[config.mk]
export PLATFORM = sky130hd
export DESIGN_NAME = key_cmd
export DESIGN_NICKNAME = d
export VERILOG_FILES = /design/src/rtl/key_cmd_pkg.sv /design/src/rtl/cmd_timer.sv /design/src/rtl/key_cmd.sv
export SDC_FILE = /design/constraint.sdc
export NUM_CORES = 1
export LEC_CHECK = 0
export ABC_AREA = 0
export CAP_MARGIN = 20
export CORE_ASPECT_RATIO = 1.4
export CORE_UTILIZATION = 45
export CTS_CLUSTER_SIZE = 16
export DETAILED_ROUTE_END_ITERATION = 8
export HOLD_SLACK_MARGIN = 0.15
export PLACE_DENSITY = 0.63
export SYNTH_ARGS = -nofsm -noshare
export SYNTH_HDL_FRONTEND = slang
export SYNTH_SLANG_ARGS = --single-unit
[constraint.sdc]
create_clock -name clk -period 2 [get_ports clk]
set_input_delay 0.3 -clock clk [delete_from_list [all_inputs] [get_ports clk]]
set_output_delay 0.3 -clock clk [all_outputs]
set_load 0.01 [all_outputs]
[src/rtl/key_cmd_pkg.sv]
// key_cmd_pkg: shared key codes, states and move encodings
// for the keyboard command stage.
package key_cmd_pkg;

  localparam logic [8:0] KEY_A         = 9'h01C;
  localparam logic [8:0] KEY_D         = 9'h023;
  localparam logic [8:0] KEY_SPACE     = 9'h029;
  localparam logic [8:0] KEY_ENTER     = 9'h05A;
  localparam logic [8:0] KEY_ENTER_EXT = 9'h15A;

  typedef enum logic [1:0] {
    COVER,
    PLAY,
    DEAD_LOCK
  } state_t;

  localparam logic [1:0] MOVE_NONE  = 2'b00;
  localparam logic [1:0] MOVE_LEFT  = 2'b10;
  localparam logic [1:0] MOVE_RIGHT = 2'b01;

endpackage

[src/rtl/cmd_timer.sv]
// cmd_timer: loadable down-counter that saturates at zero.
// The zero flag reports when the count has run out.
module cmd_timer #(
  parameter int W = 8
) (
  input  logic         clk,
  input  logic         rst,
  input  logic         load,
  input  logic [W-1:0] value,
  output logic         zero
);

  logic [W-1:0] cnt;

  // load takes priority over the free-running decrement
  always_ff @(posedge clk) begin
    if (rst) begin
      cnt <= '0;
    end else if (load) begin
      cnt <= value;
    end else if (cnt != '0) begin
      cnt <= cnt - W'(1);
    end
  end

  assign zero = (cnt == '0);

endmodule

[src/rtl/key_cmd.sv]
// key_cmd: keyboard command stage with COVER/PLAY game FSM,
// held move level, debounced jump and start pulses.
module key_cmd
  import key_cmd_pkg::*;
#(
  parameter int LOCKOUT_CYCLES = 50_000_000,
  parameter int JUMP_COOLDOWN  = 1_000_000
) (
  input  logic       clk,
  input  logic       rst,
  input  logic       key_valid,
  input  logic [8:0] key_code,
  input  logic       key_make,
  input  logic       slime_die,
  output logic       game_state,
  output logic       start_pulse,
  output logic [1:0] move,
  output logic       jump_pulse
);

  localparam int LW = $clog2(LOCKOUT_CYCLES + 1);
  localparam int JW = $clog2(JUMP_COOLDOWN + 1);
  localparam logic [LW-1:0] LOCK_LOAD = LW'(LOCKOUT_CYCLES - 1);
  localparam logic [JW-1:0] COOL_LOAD = JW'(JUMP_COOLDOWN - 1);

  state_t state, state_n;
  logic a_held, a_n;
  logic d_held, d_n;
  logic space_held, sp_n;
  logic last_right, last_n;
  logic start_n, jump_n, game_n;
  logic [1:0] move_n;
  logic lock_load, lock_zero;
  logic cool_load, cool_zero;
  logic [JW-1:0] cool_val;
  logic is_enter;

  cmd_timer #(.W(LW)) u_lock (
    .clk   (clk),
    .rst   (rst),
    .load  (lock_load),
    .value (LOCK_LOAD),
    .zero  (lock_zero)
  );

  cmd_timer #(.W(JW)) u_cool (
    .clk   (clk),
    .rst   (rst),
    .load  (cool_load),
    .value (cool_val),
    .zero  (cool_zero)
  );

  // next state, held-key tracking and next registered outputs
  always_comb begin
    state_n   = state;
    a_n       = a_held;
    d_n       = d_held;
    sp_n      = space_held;
    last_n    = last_right;
    start_n   = 1'b0;
    jump_n    = 1'b0;
    lock_load = 1'b0;
    cool_load = 1'b0;
    cool_val  = '0;
    is_enter  = (key_code == KEY_ENTER) ||
                (key_code == KEY_ENTER_EXT);
    case (state)
      COVER: begin
        if (key_valid && key_make && is_enter) begin
          state_n = PLAY;
          start_n = 1'b1;
        end
      end
      PLAY: begin
        if (slime_die) begin
          state_n   = DEAD_LOCK;
          lock_load = 1'b1;
          a_n       = 1'b0;
          d_n       = 1'b0;
          sp_n      = 1'b0;
        end else if (key_valid) begin
          case (key_code)
            KEY_A: begin
              a_n = key_make;
              if (key_make) last_n = 1'b0;
            end
            KEY_D: begin
              d_n = key_make;
              if (key_make) last_n = 1'b1;
            end
            KEY_SPACE: begin
              if (key_make && !space_held && cool_zero) begin
                jump_n    = 1'b1;
                cool_load = 1'b1;
                cool_val  = COOL_LOAD;
              end
              sp_n = key_make;
            end
            default: ;
          endcase
        end
      end
      DEAD_LOCK: begin
        if (lock_zero) begin
          state_n   = COVER;
          a_n       = 1'b0;
          d_n       = 1'b0;
          sp_n      = 1'b0;
          cool_load = 1'b1;
        end
      end
      default: state_n = COVER;
    endcase
    game_n = (state_n == PLAY);
    move_n = MOVE_NONE;
    if (game_n) begin
      if (a_n && d_n) begin
        move_n = last_n ? MOVE_RIGHT : MOVE_LEFT;
      end else if (a_n) begin
        move_n = MOVE_LEFT;
      end else if (d_n) begin
        move_n = MOVE_RIGHT;
      end
    end
  end

  // state, held bits and registered outputs
  always_ff @(posedge clk) begin
    if (rst) begin
      state       <= COVER;
      a_held      <= 1'b0;
      d_held      <= 1'b0;
      space_held  <= 1'b0;
      last_right  <= 1'b0;
      game_state  <= 1'b0;
      start_pulse <= 1'b0;
      move        <= MOVE_NONE;
      jump_pulse  <= 1'b0;
    end else begin
      state       <= state_n;
      a_held      <= a_n;
      d_held      <= d_n;
      space_held  <= sp_n;
      last_right  <= last_n;
      game_state  <= game_n;
      start_pulse <= start_n;
      move        <= move_n;
      jump_pulse  <= jump_n;
    end
  end

endmodule

* Yosys cells after proc, flatten, opt, wreduce, memory -nomap -nowiden
Cells that the tools add are included.
** Storage, ports and cells
- Bits in registers :: 57
- Input bits :: 14
- Output and inout bits :: 5
** Operators by class
- Add/sub/neg operators :: 2
- Equality and inequality tests :: 11
- Muxes and demuxes :: 47
- Bitwise gates (word level) :: 3
- Reductions and logical operators :: 20
** Operator list (count)
- $mux 20 :: 7
- $mux 26 :: 2
- $logic_not 26->1 :: 1
- $mux 1 :: 26
- $reduce_bool 26->1 :: 1
- $sub 26x1->26 const B :: 1
- $logic_not 20->1 :: 1
- $reduce_bool 20->1 :: 1
- $sub 20x1->20 const B :: 1
- $eq 9x6->1 const B :: 2
- $mux 2 :: 6
- $pmux 1 s2 :: 5
- $eq 9x5->1 const B :: 1
- $eq 9x7->1 const B :: 1
- $eq 9x9->1 const B :: 1
- $reduce_or 2->1 :: 4
- $ne 3x3->1 const B :: 2
- $pmux 2 s3 :: 1
- $reduce_bool 2->1 :: 3
- $logic_and 1x1->1 :: 5
- $eq 2x1->1 const B :: 2
- $reduce_and 4->1 :: 1
- $not 1->1 :: 3
- $eq 2x2->1 const B :: 1
- other kinds (4) :: 4

* Longest topological paths before layout
Gate-level depths: netlist (run 1).
- Depth in word-level cells :: 9
- Mapped depth :: 9

* By module
A second synthesis (run 1) with hierarchy kept.
** Unflattened totals
- Cells, all modules :: 391
- Area, all modules :: 3313.2 um^2
** Modules (own cells, without submodules)
- cmd_timer (u_lock) :: times used 1, cells each 187, area each 1521.5 um^2
- cmd_timer (u_cool) :: times used 1, cells each 122, area each 1081.0 um^2
- key_cmd :: times used 1, cells each 82, area each 710.7 um^2

* Worst setup path after synthesis (run 1)
No wires, ideal clock.
- Kind :: reg-to-reg
- From :: register u_lock.cnt[11]
- To :: register u_cool.cnt[10]
- Library setup time :: 123 ps
- Arrival :: 2116 ps
- Data required time :: 1877 ps
- Slack :: -240 ps
- Cell stages (with the launch flop) :: 8
- Period minus slack after synthesis :: 2240 ps
- Cells stage by stage :: dfxtp_1 or4_4 or2_0 buf_6 or4_4 a31oi_1 xnor2_1 nor2_1
** Between the ends
- Cells in the longest elaborated chain, start to end :: 4
- Elaborated cells on any way between the ends :: 5
- Classes of those cells :: mux (3); reduce/logical (2)
** RTL lines
- start, declared :: RTL line cmd_timer.sv:13 : logic [W-1:0] cnt;
- start signal, assigned :: RTL line cmd_timer.sv:20 : cnt <= value;
- start signal, assigned :: RTL line cmd_timer.sv:22 : cnt <= cnt - W'(1);
- $logic_not 26->1 (*) :: RTL line cmd_timer.sv:26 : assign zero = (cnt == '0);
- $mux 1 (*) :: RTL line key_cmd.sv:105 : if (lock_zero) begin
- $pmux 1 s2 (*) :: RTL line key_cmd.sv:68 : case (state)
- $mux 20 or $reduce_bool 2->1 (tied branches)
- end signal, assigned :: RTL line cmd_timer.sv:20
- end signal, assigned :: RTL line cmd_timer.sv:22
- end, declared :: RTL line cmd_timer.sv:13
Mark *: on every way between the ends. The rest lies on a longest branch, timed or not.
A chain may end at the register's enable or synchronous reset.

* Worst setup path in the final report (run 1)
- From :: register u_cool.cnt[8]
- To :: register u_cool.cnt[15]
** Between the ends
- Cells in the longest elaborated chain, start to end :: 8
- Elaborated cells on any way between the ends :: 12
- Classes of those cells :: add/sub (1); mux (7); reduce/logical (4)
** RTL lines
- $logic_not 20->1 :: RTL line cmd_timer.sv:26
- $logic_and 1x1->1 :: RTL line key_cmd.sv:93 : if (key_make && !space_held && cool_zero) begin
- $mux 1 :: RTL line key_cmd.sv:93
- $mux 1 :: RTL line key_cmd.sv:83 : case (key_code)
- $mux 1 :: RTL line key_cmd.sv:82 : end else if (key_valid) begin
- $mux 1 :: RTL line key_cmd.sv:76 : if (slime_die) begin
- $pmux 1 s2 :: RTL line key_cmd.sv:68
- $mux 20 or $reduce_bool 2->1 (tied branches)
Several ways; a longest one is shown, not always the timed one. The select of a mux whose other input is x is not followed.

==> results of run 1 <==
## worst max-delay path: cells and delay by family, from the launching register on
kind | cells | cell delay [ps]
simple gates | 4 | 1440
flops | 1 | 310
compound gates | 1 | 170
xor+xnor | 1 | 130
## power breakdown
part,total (mW),internal (mW),switching [mW]
clock network,1.17,0.695,0.474
logic,5.81,3.01,2.80
registers,1.86,1.54,0.316
total,8.84,5.25,3.59
## metrics by stage
stage / total power, mW / TNS [ps] / setup WS, ps
floorplan: 4.51 / -1560 / -196
global placement: 6.12 / -8990 / -386
global route: 9.45 / -4590 / -207
detailed placement: 6.22 / -7850 / -331
finish: 8.84 / -2010 / -160
CTS: 8.23 / -1900 / -195
## layout make-up
type,count,area [um^2],area share
repair buffers,111,938,0.210
clock inverters,6,82.6,0.0184
flip-flops and latches,57,1150,0.256
multi-input cells,264,2040,0.456
well taps,72,90.1,0.0201
inverters,14,52.6,0.0117
clock buffers,10,128,0.0285
## worst max path at each step
stage                              from        endpoint  slack (ps)  cells after the start
after floorplan           u_cool.cnt[8]  u_cool.cnt[15]        -200                      7
after global placement      key_code[2]         move[1]        -390                      7
after detailed placement    key_code[2]         move[1]        -330                      7
after CTS                 u_cool.cnt[8]  u_cool.cnt[15]        -200                      6
after global routing      u_cool.cnt[8]  u_cool.cnt[15]        -210                      6
final                     u_cool.cnt[8]  u_cool.cnt[15]        -160                      6
## registers in the layout, indices dropped and copies added, names as in the netlist
name / flops
start_pulse: 1
d_held: 1
a_held: 1
u_lock.cnt: 26
last_right: 1
game_state: 1
move: 2
jump_pulse: 1
space_held: 1
state: 2
u_cool.cnt: 20
## cell families (layout without fill, tap and decap cells)
group | count (synthesis) | count (layout) | share of synthesized area
XOR/XNOR | 40 | 40 | 0.122
AND/OR/NAND/NOR | 157 | 158 | 0.285
buffers and inverters | 25 | 141 | 0.0357
multiplexers | 2 | 2 | 0.00783
AO/OA/AOI/OAI | 56 | 56 | 0.118
flip-flops | 57 | 57 | 0.397
adder cells (fa/ha/maj) | 8 | 8 | 0.0348
## cells in the mapped netlist, drive strengths merged, types with 2 or more instances
master and number:
dfxtp 57, nor2 46, a21oi 35, nand2 28, xor2 24, nor3 17, xnor2 16, inv 14
nor4 13, clkbuf 9, nand3 9, ha 8, or3 8, or4 7, a31oi 5, and3 3
nand2b 3, nand4 3, nand4b 3, nor2b 3, nor3b 3, nor4b 3, o21ai 3, o31ai 3
or2 3, and4 2, buf 2, mux2 2, o2111a 2
## timing repair
action,in CTS,in global routing
gates cloned,0,1
pin swaps,21,41
setup buffers,8,4
endpoints found under the setup margin,44,49
resized for setup,50,50
endpoints found under the hold margin,0,0
## metal layers
| layer | GRT usage | share of wire |
|---|---|---|
| met3 | 0.0353 | 0.013 |
| met5 | 0 | 0 |
| met2 | 0.491 | 0.57 |
| met4 | 0.111 | 0.026 |
| met1 | 0.237 | 0.39 |
==> run_results.csv, run 1 <==
group,metric,value,unit
status,status,"finished with violations",
status,failed_checks,"negative setup slack",
place,placed_cell_area,0.00376,mm^2
cells_and_area,layout-drive-gt1-share,0.411,
cells_and_area,diodes,0,
grt,grt_use_total,0.240,
cts,cts_hold_buf,0,
yosys,ys_seq_elements,57,
sta,fin_skew,9.24,ps
die,dieArea,0.00672,mm^2
routing,drc,0,
critical_path,crit_required,2240,ps
critical_path,critPathMaxStageDelay,540,ps
cts,htree_levels,3,
sta,setup_viol,33,
critical_path,crit_path_frequent_cell,"or4_4",
sta,fin_ws,-160,ps
critical_path,cp_slowest_cell,"or4_4",
die,die_h,96.6,um
critical_path,crit_chain,"or3_4, or4_4, or4_4, a31oi_2, xnor2_1, nor2_1",
routing,drtIter0Drc,79,
yosys,synth_area_leader_cell,"dfxtp_1",
routing,antenna_left,0,
yosys,synth_area_per_cell,8.33,um^2
min_path,min_from,"space_held",
cells_and_area,final_core_util,0.721,
cells_and_area,final_area,0.00448,mm^2
cells_and_area,nets,479,
routing,via_per_inst,5.34,
critical_path,r2r_end,"u_cool.cnt[15]",
min_path,whs_endpoint,"jump_pulse",
sta,hold_violations,0,
routing,route.vias.total,2853,
cells_and_area,fillCellCount,470,
sta,maxSlewViolCount,0,
yosys,synth_cell_types,46,
die,coreArea,0.00621,mm^2
place,dp_hpwl,5.31,mm
die,start_util,0.463,
grt,grt_pass1_wl,12.6,mm
critical_path,rr_startpoint,"u_cool.cnt[8]",
yosys,ys_seq_area_frac,0.397,
grt,grt_pass1_vias,2896,
power,p_per_area,1970,mW/mm^2
cts,clk_path_buf_depth,2,
critical_path,r2r_setup_slack,-160,ps
cts,clk_latency,340,ps
yosys,synth_ff_type,"dfxtp_1",
yosys,async_flop_share,0,
routing,first_pass_iters,4,
place,gp_congestion,0.781,
sta,max_freq,463,MHz
routing,wl,7.99,mm
cells_and_area,final_cells,534,
routing,wl_per_cell,15.0,um
cells_and_area,layout_commonest_cell,"buf_4",
critical_path,reg2reg_depth,6,
critical_path,endpoint_kind,"register",
cts,cts_sinks,57,
grt,gr-total-overflow,0,
die,row_count,34,
sta,min_period,2160,ps
place,placedCellCount,506,
sta,finalCritPeriodShare,1.08,
yosys,synth_nets,367,
yosys,synthCells,345,
critical_path,arrival,2400,ps
critical_path,path_class,"register to register",
yosys,syn-cell-area,0.00288,mm^2
yosys,yosysTopAreaCellShare,0.397,
cells_and_area,area_growth,55.7,%
power,power.leakage,1.86,nW
min_path,hold_class,"register to register",
cells_and_area,final_cell_mix,"78 x buf_4, 53 x dfxtp_1, 42 x nor2_1, 29 x a21oi_1, 22 x xor2_1",
sta,worst_pin_slew,369,ps
critical_path,critical_path.startpoint_type,"register",
die,ios,19,
grt,grt_max_degree,15,
cts,cts_tree,"yes",
sta,holdWs,477,ps
place,io_buffers,18,
flow_run,max-cap-violations,0,
yosys,synth_edf_count,0,
power,vdd_drop_max,0.00134,V
die,die_w,69.6,um
min_path,worstHoldPathCells,1,
sta,grt_setup_unrepaired,"yes",
yosys,yosys_warnings,0,
sta,maxSlewHeadroom,0.752,
cts,cts_root_buf,"clkbuf_8",
critical_path,path_max_fanout,6,
yosys,synthTopCellsByArea,"dfxtp_1 40%, xor2_1 7.3%, a21oi_1 6.1%",
cts,cts_made_buffers,9,
cts,clk_pin_slew_worst_paths,70,ps
grt,antenna_found_initial,0,
Note: power is estimated with default switching activity, not from simulation.
==> run 2, diff against run 1 <==
--- a/config.mk
+++ b/config.mk
@@ -8,11 +8,11 @@
 export ABC_AREA = 0
 export CAP_MARGIN = 20
 export CORE_ASPECT_RATIO = 1.4
-export CORE_UTILIZATION = 45
+export CORE_UTILIZATION = 40
 export CTS_CLUSTER_SIZE = 16
 export DETAILED_ROUTE_END_ITERATION = 8
 export HOLD_SLACK_MARGIN = 0.15
-export PLACE_DENSITY = 0.63
+export PLACE_DENSITY = 0.57
 export SYNTH_ARGS = -nofsm -noshare
 export SYNTH_HDL_FRONTEND = slang
 export SYNTH_SLANG_ARGS = --single-unit
==> run_results.csv, run 2 (synthesis gave the netlist of run 1 again) <==
group,metric,value,unit
sta,hold_violations,0,
critical_path,crit_required,2240,ps
grt,grt_max_degree,23,
cells_and_area,diodes,0,
grt,gr-total-overflow,0,
status,status,"finished with violations",
power,vdd_drop_max,0.00160,V
die,die_w,73.7,um
cells_and_area,final_cell_mix,"87 x buf_4, 53 x dfxtp_1, 41 x nor2_1, 32 x a21oi_1, 25 x nand2_1",
cts,htree_levels,3,
cts,clk_path_buf_depth,2,
routing,via_per_inst,5.16,
cts,clk_latency,350,ps
sta,setup_viol,35,
cells_and_area,fillCellCount,592,
power,pwr-share-comb,0.675,
die,row_count,36,
flow_run,max-cap-violations,0,
cells_and_area,largest_reg_flops,26,
cells_and_area,final_core_util,0.656,
power,total_power,9.06,mW
cts,clk_pin_slew_worst_paths,70,ps
routing,first_pass_iters,4,
status,failed_checks,"negative setup slack",
die,die_h,102,um
place,io_buffers,18,
cells_and_area,top_regs,"u_lock.cnt (26), u_cool.cnt (20)",
sta,worst_pin_slew,382,ps
power,p_per_area,1990,mW/mm^2
cells_and_area,nets,488,
critical_path,critPathMaxStageDelay,550,ps
cts,cts_sinks,57,
critical_path,path_max_fanout,6,
routing,wl,8.35,mm
cells_and_area,top_register,"u_lock.cnt",
cells_and_area,area_growth,58.3,%
routing,drc,0,
routing,route.vias.total,2921,
critical_path,endpoint_kind,"register",
cells_and_area,layout_commonest_cell,"buf_4",
critical_path,cp_slowest_cell,"or4_4",
cells_and_area,layout-drive-gt1-share,0.397,
routing,wl_per_cell,14.7,um
critical_path,path_class,"register to register",
critical_path,critical_path.startpoint_type,"register",
power,net-switching-power,3.68,mW
power,power_frac_clock,0.122,
place,gp_congestion,0.840,
routing,drtIter0Drc,93,
die,coreArea,0.00694,mm^2
die,ios,19,
grt,antenna_found_initial,0,
grt,grt_pass1_wl,12.9,mm
grt,grt_use_total,0.227,
sta,maxSlewHeadroom,0.742,
sta,maxSlewViolCount,0,
cts,cts_made_buffers,9,
cts,cts_root_buf,"clkbuf_8",
routing,antenna_left,0,
die,start_util,0.415,
critical_path,arrival,2420,ps
critical_path,crit_chain,"or3_4, or4_4, or4_4, a31oi_4, xnor2_1, nor2_1",
place,dp_hpwl,5.57,mm
sta,fin_ws,-175,ps
min_path,hold_class,"register to register",
die,dieArea,0.00754,mm^2
sta,grt_setup_unrepaired,"yes",
sta,fin_skew,10.3,ps
power,power.internal,5.38,mW
sta,max_freq,460,MHz
grt,grt_pass1_vias,2900,
power,switching_share,0.406,
power,pwr-share-seq,0.204,
critical_path,crit_path_frequent_cell,"or4_4",
sta,min_period,2170,ps
sta,finalCritPeriodShare,1.09,
power,power.leakage,1.91,nW
cts,cts_tree,"yes",
## run 2: metal layers
metal,part of all wire,GRT usage
met1,0.40,0.244
met4,0.030,0.101
met5,0,0
met2,0.54,0.403
met3,0.026,0.0700
## run 2: path summary, 6_finish.rpt
path | slack, ps | end | startpoint | cells past startpoint
max | -170 | u_cool.cnt[15] | u_cool.cnt[8] | 6
min | 460 | jump_pulse | space_held | 1
max reg2reg | -170 | u_cool.cnt[15] | u_cool.cnt[8] | 6
min reg2reg | 460 | jump_pulse | space_held | 1
## run 2: worst max-delay path: cells and delay by family (launching register included)
family / cells / cell delay [ps]
compound gates: 1 / 160
xor+xnor: 1 / 130
flops: 1 / 310
simple gates: 4 / 1460
## run 2: repair_timing
item / CTS / global route
resized for setup: 43 / 50
gates cloned: 0 / 1
endpoints found under the setup margin: 47 / 50
pin swaps: 21 / 22
hold buffers: 0 / 0
buffers inserted: 8 / 6
## run 2: final cells by class
class	instances	area, um^2	area share
Tap cell	95	119	0.0261
Clock inverter	5	55.1	0.0121
Sequential cell	57	1150	0.252
Timing Repair Buffer	120	1010	0.221
Inverter	14	52.6	0.0115
Clock buffer	11	141	0.0311
Multi-Input combinational cell	264	2030	0.446
## run 2: power groups by stage
stage	clock [mW]	combinational [mW]	sequential, mW
after floorplan	0	2.67	1.83
after global placement	0	4.59	1.80
after detailed placement	0	4.67	1.81
after CTS	1.11	5.38	1.81
after global routing	1.18	6.59	1.89
final	1.10	6.11	1.85
## run 2: metrics by stage
step / setup WS (ps) / hold WS, ps / instance area, um^2 / setup TNS (ps) / cells
3_3_place_gp: -247 / 438 / 3850 / -5980 / 537
3_5_place_dp: -294 / 451 / 3850 / -7060 / 537
6_report: -175 / 460 / 4550 / -2990 / 566
2_1_floorplan: -196 / 422 / 2920 / -1560 / 345
4_1_cts: -144 / 459 / 4290 / -2300 / 561
5_1_grt: -233 / 485 / 4550 / -5750 / 566
